File: src/rtl/fc_out_serializer.sv
// fc_out_serializer: requantizes an FC accumulator vector and
// streams it out one element per valid/ready handshake.
module fc_out_serializer #(
  parameter int NUM_NUERONS = 8,
  parameter int ACC_WIDTH   = 32,
  parameter int DATA_WIDTH  = 8,
  parameter int OUT_SHIFT   = 8,
  parameter int RELU_EN     = 1
) (
  input  logic                         clk,
  input  logic                         rst_n,
  input  logic                         in_valid,
  input  logic signed [ACC_WIDTH-1:0]  fc_in [NUM_NUERONS],
  output logic                         in_ready,
  output logic                         out_valid,
  output logic signed [DATA_WIDTH-1:0] out_data,
  output logic                         out_last,
  input  logic                         out_ready,
  output logic                         overflow
);

  localparam int IW = $clog2(NUM_NUERONS);
  localparam int DW1 = DATA_WIDTH - 1;
  localparam int PADW = ACC_WIDTH - DATA_WIDTH + 1;
  localparam logic [IW-1:0] LAST_IDX = IW'(NUM_NUERONS - 1);

  localparam logic signed [ACC_WIDTH-1:0] SAT_MAX =
    {{PADW{1'b0}}, {DW1{1'b1}}};
  localparam logic signed [ACC_WIDTH-1:0] SAT_MIN =
    {{PADW{1'b1}}, {DW1{1'b0}}};

  typedef enum logic {
    IDLE,
    SEND
  } state_t;

  state_t                       state;
  logic [IW-1:0]                idx;
  logic [IW-1:0]                idx_nxt;
  logic signed [DATA_WIDTH-1:0] stored [NUM_NUERONS];
  logic signed [DATA_WIDTH-1:0] q_vec  [NUM_NUERONS];
  logic                         capture;
  logic                         hs;

  function automatic logic signed [DATA_WIDTH-1:0] requant(
    input logic signed [ACC_WIDTH-1:0] v
  );
    logic signed [ACC_WIDTH-1:0] r;
    logic signed [ACC_WIDTH-1:0] s;
    r = (RELU_EN != 0 && v[ACC_WIDTH-1]) ? '0 : v;
    s = r >>> OUT_SHIFT;
    if (s > SAT_MAX) begin
      return SAT_MAX[DATA_WIDTH-1:0];
    end else if (s < SAT_MIN) begin
      return SAT_MIN[DATA_WIDTH-1:0];
    end
    return s[DATA_WIDTH-1:0];
  endfunction

  // requantize every incoming element in parallel
  always_comb begin
    for (int i = 0; i < NUM_NUERONS; i++) begin
      q_vec[i] = requant(fc_in[i]);
    end
  end

  // a new vector fits when idle or when the last sample leaves now
  assign in_ready = (state == IDLE) || (out_last && out_ready);
  assign capture  = in_valid && in_ready;
  assign hs       = out_valid && out_ready;
  assign idx_nxt  = idx + IW'(1);

  // capture/stream state machine with registered outputs
  always_ff @(posedge clk or negedge rst_n) begin
    if (!rst_n) begin
      state     <= IDLE;
      idx       <= '0;
      out_valid <= 1'b0;
      out_data  <= '0;
      out_last  <= 1'b0;
      overflow  <= 1'b0;
      for (int i = 0; i < NUM_NUERONS; i++) begin
        stored[i] <= '0;
      end
    end else begin
      if (in_valid && !in_ready) begin
        overflow <= 1'b1;
      end
      if (capture) begin
        for (int i = 0; i < NUM_NUERONS; i++) begin
          stored[i] <= q_vec[i];
        end
        state     <= SEND;
        idx       <= '0;
        out_valid <= 1'b1;
        out_data  <= q_vec[0];
        out_last  <= 1'b0;
      end else if (hs) begin
        if (out_last) begin
          state     <= IDLE;
          idx       <= '0;
          out_valid <= 1'b0;
          out_data  <= '0;
          out_last  <= 1'b0;
        end else begin
          idx      <= idx_nxt;
          out_data <= stored[idx_nxt];
          out_last <= (idx_nxt == LAST_IDX);
        end
      end
    end
  end

endmodule

File: config.mk
export PLATFORM = sky130hd
export DESIGN_NAME = fc_out_serializer
export DESIGN_NICKNAME = d
export VERILOG_FILES = /design/src/rtl/fc_out_serializer.sv
export SDC_FILE = /design/constraint.sdc
export NUM_CORES = 1
export LEC_CHECK = 0
export BUFFER_PORTS_ARGS = -buffer_cell sky130_fd_sc_hd__buf_2
export CORE_MARGIN = 2
export CORE_UTILIZATION = 31
export CTS_BUF_LIST = sky130_fd_sc_hd__clkbuf_4
export CTS_CLUSTER_DIAMETER = 40
export DETAILED_ROUTE_END_ITERATION = 8
export PLACE_DENSITY = 0.68
export SETUP_SLACK_MARGIN = 0.1
export SKIP_LAST_GASP = 1
export SLEW_MARGIN = 40
export SYNTH_ARGS = -nofsm -noshare
export SYNTH_HDL_FRONTEND = slang
export SYNTH_SLANG_ARGS = --single-unit
File: constraint.sdc
create_clock -name clk -period 2.4 [get_ports clk]
set_clock_uncertainty 0.05 [all_clocks]
set_input_delay 0.12 -clock clk [delete_from_list [all_inputs] [get_ports clk]]
set_output_delay 0.12 -clock clk [all_outputs]
set_load 0.005 [all_outputs]
Yosys cells after proc, flatten, opt, wreduce, memory -nomap -nowiden --
Cells that the tools add are included. Widths: inputs -> output; s select.
Cells by class: reductions and logical operators 9, mux-type cells 63, $add $sub $neg 1, eq/ne operators 1, $lt $le $gt $ge 17, bitwise gates (word level) 2
Operators with widths (count):
- $mux 31 | 8
- $mux 8 | 29
- $lt 24x8->1 const B | 8
- $gt 23x7->1 const B | 8
- $bmux 8 s3 | 1
- $mux 1 | 22
- $mux 3 | 3
- $ge 4x4->1 const B | 1
- $logic_and 1x1->1 | 4
- $not 3->4 | 1
- $reduce_bool 2->1 | 2
- $add 3x1->3 const B | 1
- $eq 3x3->1 const B | 1
- $reduce_and 2->1 | 1
- $logic_not 1->1 | 1
- $logic_or 1x1->1 | 1
- $not 1->1 | 1
Storage, ports and cells: bits of input ports 260, logic and storage cells 106, bits in registers 78

Depth between registers and ports, before layout --
Gate-level depths: netlist (run 1).
word-level depth 8, mapped depth 9, mapped depth without buffers 5

Worst setup path before layout (run 1) --
OpenSTA, ideal clock, no wires.
path kind register -> register, from register idx[0], to register out_data[6], slack 0.332 ns, buffers on the path 4, required time 2.218 ns, cell stages (with the launch flop) 10, library setup time 0.132 ns, data arrival time 1.886 ns, period minus slack after synthesis 2.068 ns, cell sequence dfrtp_1 buf_6 buf_12 inv_1 ha_1 buf_2 buf_2 mux4_1 a22oi_2 o211ai_2
On the way: word-level cells in the longest chain between the ends 8
Ends and longest elaborated chain:
- from (decl) | RTL line 38 | logic [IW-1:0] idx;
- from (signal assigned) | RTL line 106 | idx <= idx_nxt;
- $add 3x1->3 | RTL line 71 | assign idx_nxt = idx + IW'(1);
- $not 3->4 (not written as such) | RTL line 107 | out_data <= stored[idx_nxt];
- $bmux 8 s3 | RTL line 107
- $mux 8 (not written as such) (2 in series) | RTL line 107
- $mux 8 | RTL line 99 | if (out_last) begin
- $mux 8 | RTL line 98 | end else if (hs) begin
- $mux 8 | RTL line 89 | if (capture) begin
- to (signal assigned) | RTL line 96 | out_data <= q_vec[0];
- to (signal assigned) | RTL line 107
- to (decl) | RTL line 16 | output logic signed [DATA_WIDTH-1:0] out_data,
Every way passes these cells. The select of a mux whose other input is x is not followed. A chain may end at the register's enable or synchronous reset.

Worst setup path in the final report (run 1) --
from register state, to register stored[30] (netlist bit)
On the way: word-level cells in the longest chain between the ends 3
Ends and longest elaborated chain:
- from (decl) | RTL line 37 | state_t state;
- from (signal assigned) | RTL line 76 | state <= IDLE;
- from (signal assigned) | RTL line 93 | state <= SEND;
- from (signal assigned) | RTL line 100 | state <= IDLE;
- $not 1->1 | RTL line 68 | assign in_ready = (state == IDLE) || (out_last && out_ready);
- $logic_or 1x1->1 | RTL line 68
- $logic_and 1x1->1 | RTL line 69 | assign capture = in_valid && in_ready;
- to (signal, indexed assignment) | RTL line 91 | stored[i] <= q_vec[i];
- to (decl) | RTL line 40 | logic signed [DATA_WIDTH-1:0] stored [NUM_NUERONS];
Every way passes these cells.

==> results of run 1 <==
## flip-flops by register name (all words and copies together), names as in the netlist
signal	count
idx	3
out_data	8
overflow	1
stored	64
out_last	1
state	1
## per-layer routing
metal  GRT usage  wire length (um)  share of wire  vias to the layer above
met2       0.305              6380           0.51                      137
met3      0.0371               570          0.046                       26
li1            -                 -              -                     1952
met4      0.0669               320          0.026                        0
met1       0.216              5130           0.41                     1926
met5           0                 0              0                        -
## what timing repair did
| item | 4_1_cts | 5_1_grt |
|---|---|---|
| setup buffers | 0 | 0 |
| hold buffers | 65 | 0 |
| endpoints found under the hold margin | 143 | 0 |
## power by group
| part | leakage (nW) | total [mW] | internal, mW | switching, mW |
|---|---|---|---|---|
| sequential | 0.981 | 2.18 | 1.84 | 0.340 |
| combinational | 1.93 | 2.26 | 1.19 | 1.06 |
| clock | 0.0656 | 0.733 | 0.309 | 0.425 |
| total | 2.97 | 5.17 | 3.35 | 1.83 |
## metrics by stage
stage | area [um^2] | utilization
after floorplan | 4150 | -
after global placement | 5300 | 0.403
after detailed placement | 5300 | 0.403
after CTS | 6060 | 0.462
after global routing | 6060 | 0.462
final | 6060 | 0.462
## cell type report
| type | instances | area [um^2] |
|---|---|---|
| multi-input combinational | 265 | 1970 |
| timing repair buffer | 278 | 1750 |
| fill | 1265 | 7070 |
| sequential | 78 | 1950 |
| tap | 176 | 220 |
| inverter | 16 | 60.1 |
| clock buffer | 10 | 75.1 |
| clock inverter | 3 | 38.8 |
## logic make-up after synthesis
| logic type | synth area share |
|---|---|
| XOR/XNOR | 0.00211 |
| flip-flops | 0.470 |
| multiplexers | 0.102 |
| buffers and inverters | 0.0558 |
| AND/OR/NAND/NOR | 0.216 |
| adder cells (fa/ha/maj) | 0.00603 |
| AO/OA/AOI/OAI | 0.149 |
## how the worst min path moves through the flow
stage / endpoint / cells past startpoint / from
CTS: overflow / 3 / out_ready
floorplan: idx[0] / 0 / rst_n
global route: overflow / 3 / out_ready
detailed placement: overflow / 1 / rst_n
finish: overflow / 3 / out_ready
global placement: stored[4] / 1 / rst_n
## worst max-delay path, cell delays in order, from the launching register on
cell and delay, ps:
dfrtp_1 460, a21boi_4 240, nand2b_4 480, nand2_1 100, o31ai_1 80, dlygate4sd3_1 590
## cell usage in the layout, fill, tap and decap left out, types with 2 or more instances in the layout
cell type,count
o31ai_1,35
nand2_1,65
a21o_1,2
o311ai_1,11
a22o_1,2
buf_2,206
a22oi_1,4
o211ai_2,3
mux4_1,8
o21ai_0,2
o211ai_1,4
nor2_1,4
or3_4,2
mux2i_1,2
o21ai_1,7
dlygate4sd3_1,65
nor2b_1,36
clkbuf_4,10
and2_1,8
ha_1,2
nor3_1,7
nor4_1,31
a22oi_2,3
buf_4,5
mux4_2,8
dfrtp_1,78
o311ai_0,3
and4_1,7
inv_1,16
==> results.tsv, run 1 <==
metric	value	unit
status	finished clean	
synth_cell_types	39	
cts_made_buffers	9	
yosysSeqAreaShare	0.470	
yosysWarnings	0	
grt_pass1_vias	4339	
setup.worst_path.start	state	
synth_most_common_cell	dfrtp_1	
place.gp.congestion	0.774	
firstDrtPassIters	4	
core_area	13100	um^2
worst-r2r-setup-slack	320	ps
crit_path_end	stored[30]	
cts_root_buf	clkbuf_4	
worstSkewPairLatency	430	ps
dp.cells	748	
crit_arrival	2400	ps
rr_endpoint	stored[30]	
grt_max_degree	79	
yosys_register_bits	78	
holdWs	51.0	ps
endpoint_kind	flip-flop	
die_x	120	um
grt-ovfl-total	0	
path_clk_slew	130	ps
critPathKind	flip-flop to flip-flop	
fin_crit	2080	ps
synth_edf_count	0	
ir_drop	312	uV
design.die.area	14300	um^2
cp_max_fo	51	
syn_to_final_growth	46.1	%
drtAntennaViolNets	0	
ys.flop_type	dfrtp_1	
min_path_type	primary input to flip-flop	
rows	42	
drv_slew	0	
grt_setup_unrepaired	false	
drc	0	
diodes	0	
drive_gt1_frac	0.378	
pre_cts_ws	580	ps
max_freq	481	MHz
vias	4041	
tns	0	ps
slew_headroom	0.535	
finalNonFillerCells	826	
yosys-top-cells-count	78 x dfrtp_1, 65 x nand2_1, 36 x nor2b_1, 35 x o31ai_1, 31 x nor4_1	
async_flop_share	1.00	
p_leak	2.97	nW
p_total	5.17	mW
max_slew.worst_pin.slew	698	ps
powerDensity	853	nW/um^2
finalHoldViolations	0	
viasPerCell	4.89	
synthesis.area	4150	um^2
yosys.area.top_type	dfrtp_1	
cts_resized	0	
synth_nets	642	
startpoint_type	flip-flop	
hpwl	9350	um
antenna_found_initial	0	
post-route-period-util	0.866	
setup_viol	0	
wire_per_inst	15.0	um
worst_r2r_path_depth	5	
synth_top_area_frac	0.470	
yosys-top-cells-area	dfrtp_1 47%, o31ai_1 6.3%, nand2_1 5.9%, nor2b_1 5.4%, mux4_1 5.1%	
cts_sinks	78	
worst_r2r_startpoint	state	
start_util	0.316	
cts_max_level	3	
wl	12400	um
fin_ws	323	ps
io_buffers	207	
avgSynthCellArea	10.9	um^2
grt_usage	0.176	
ios	272	
synth_cells	380	
fin_nets	910	
grt_pass1_wl	20200	um
cts_tree	built	
die_h	120	um
maxCapViolCount	0	
critPathRequiredTime	2720	ps
drt_iter0_markers	258	
clock_path_buffers	2	
Power figures use the tool's default switching activity.
==> inputs of run 2 (changes only) <==
Settings changed: CTS_BUF_LIST sky130_fd_sc_hd__clkbuf_4 to default, GPL_TIMING_DRIVEN from default to 0.
==> run 2 against run 1 <==
Combinational power grew 4%. Total power rose by 15%. Final area is 4.5% lower. Non-clock buffer count decreased by 46. Hold slack worse by 39 ps. Sequential share of layout area is 1.5 points higher. Core utilization down 2.1 points. Register-to-register slack lost 100 ps. Worst setup slack got worse by 100 ps. Routed wire length down 1.4%. First-iteration DRC count shrank 15%. Sequential power barely moved. Critical endpoint is now out_data[6].
==> results.tsv, run 2 (synthesis gave the netlist of run 1 again) <==
metric	value	unit	change
grt_pass1_wl	19800	um	-1.7%
wl	12200	um	-1.4%
ios	272		unchanged
p_leak	2.87	nW	-3.5%
top_regs	stored x64, out_data x8, idx x3		
critPathKind	flip-flop to flip-flop		
core_area	13100	um^2	unchanged
grt_setup_unrepaired	false		
busiest_layer	met2		
clock_path_buffers	2		unchanged
vias	3842		-4.9%
start_util	0.316		unchanged
diodes	0		unchanged
viasPerCell	4.91		+0.42%
slew_headroom	0.568		+0.0332
grt_pass1_vias	4074		-6.1%
tns	0	ps	unchanged
top_register	stored		
final_core_util	0.441		-0.0209
maxCapViolCount	0		unchanged
cts_max_level	3		unchanged
drt_iter0_markers	219		-15%
fin_crit	2180	ps	+103 ps
grt-ovfl-total	0		unchanged
design.die.area	14300	um^2	unchanged
fin_nets	864		-5.1%
grt_util_met2	0.311		+0.00536
path_clk_slew	60	ps	-70 ps
drc	0		unchanged
place.gp.congestion	0.844		+9.1%
rows	42		unchanged
drtAntennaViolNets	0		unchanged
crit_arrival	2330	ps	-70 ps
gr-usage-met1	0.216		+0.000497
cts_sinks	78		unchanged
worstSkewPairLatency	330	ps	-100 ps
worst_r2r_path_depth	9		+4
firstDrtPassIters	4		unchanged
finalNonFillerCells	782		-5.3%
cts_tree	built		
max_freq	459	MHz	-4.7%
cts_made_buffers	9		unchanged
ir_drop	552	uV	+77%
endpoint_kind	flip-flop		
syn_to_final_growth	39.5	%	
powerDensity	1020	nW/um^2	+20%
post-route-period-util	0.909		+0.0430
finalHoldViolations	0		unchanged
final_common_cell	buf_2		
largest_register_ff_count	64		unchanged
max_slew.worst_pin.slew	646	ps	-52.2 ps
antenna_found_initial	0		unchanged
layout_common_cells	211 x buf_2, 78 x dfrtp_1, 65 x nand2_1		
status	finished clean		
min_path_type	primary input to flip-flop		
die_h	120	um	unchanged
wire_per_inst	15.6	um	+4.1%
met3_usage	0.0361		-0.000951
grt_usage	0.174		-0.00193
setup_viol	0		unchanged
startpoint_type	flip-flop		
holdPathStages	2		-1
holdWs	12.3	ps	-38.7 ps
dp.cells	764		+2.1%
drive_gt1_frac	0.432		+0.0539
hpwl	10000	um	+7.2%
io_buffers	207		unchanged
grt_max_degree	54		-32%
cts_root_buf	clkbuf_16		
drv_slew	0		unchanged
critPathRequiredTime	2550	ps	-170 ps
die_x	120	um	unchanged
cp_max_fo	10		-80%
==> run 2: cell count changes in the layout (fill, tap and decap cells not counted), moves of 2 or more <==
| cell | delta |
|---|---|
| buf_2 | +5 |
| buf_6 | +6 |
| buf_8 | +2 |
| clkbuf_1 | +4 |
| clkbuf_16 | +9 |
| clkbuf_4 | -10 |
| dlygate4sd3_1 | -63 |
==> run 2: worst paths after layout <==
| kind | start | endpoint | slack, ps |
|---|---|---|---|
| worst max-delay path | idx[0] | out_data[6] | 220 |
| worst min-delay path | fc_in[159] | stored[34] | 10 |
| worst max register to register | idx[0] | out_data[6] | 220 |
| worst min register to register | overflow | overflow | 400 |
| max in group asynchronous | rst_n | stored[54] | 1580 |
| min in group asynchronous | rst_n | overflow | 170 |
==> run 2: critical path, cell delays in order (launching register included) <==
cell	delay, ps
dfrtp_1	370
buf_8	170
buf_12	150
inv_1	50
ha_1	270
buf_4	170
buf_8	160
mux4_1	330
a22oi_2	230
o211ai_2	100
==> run 2: layer usage <==
layer	part of all wire	routed length [um]
met1	0.42	5170
met2	0.52	6320
met3	0.049	597
met4	0.012	143
met5	0	0
==> run 2: power by group <==
group	switching [mW]	internal (mW)	total, mW
sequential	0.341	1.85	2.19
combinational	1.09	1.24	2.34
clock	0.501	0.903	1.40
total	1.93	4.00	5.93
==> run 2: what timing repair did <==
| action | CTS | global route |
|---|---|---|
| resized for setup | 2 | 4 |
| setup buffers | 0 | 1 |
| endpoints found under the hold margin | 80 | 0 |
| setup endpoints to repair | 7 | 7 |
| hold buffers | 2 | 0 |
==> run 2: layout make-up <==
| class | count | area, um^2 |
|---|---|---|
| Buffer | 21 | 188 |
| Clock buffer | 11 | 233 |
| Clock inverter | 4 | 72.6 |
| Fill cell | 1293 | 7350 |
| Inverter | 16 | 60.1 |
| Multi-Input combinational cell | 265 | 1970 |
| Sequential cell | 78 | 1950 |
| Tap cell | 176 | 220 |
| Timing Repair Buffer | 211 | 1100 |
==> run 2: metrics by stage <==
| step | instance area, um^2 | setup WS (ps) | power (mW) |
|---|---|---|---|
| 2_1_floorplan | 4150 | 332 | 3.69 |
| 3_3_place_gp | 5410 | 38.0 | 4.37 |
| 3_5_place_dp | 5440 | 5.22 | 4.47 |
| 4_1_cts | 5770 | 115 | 5.93 |
| 5_1_grt | 5790 | 113 | 6.33 |
| 6_report | 5790 | 219 | 5.93 |
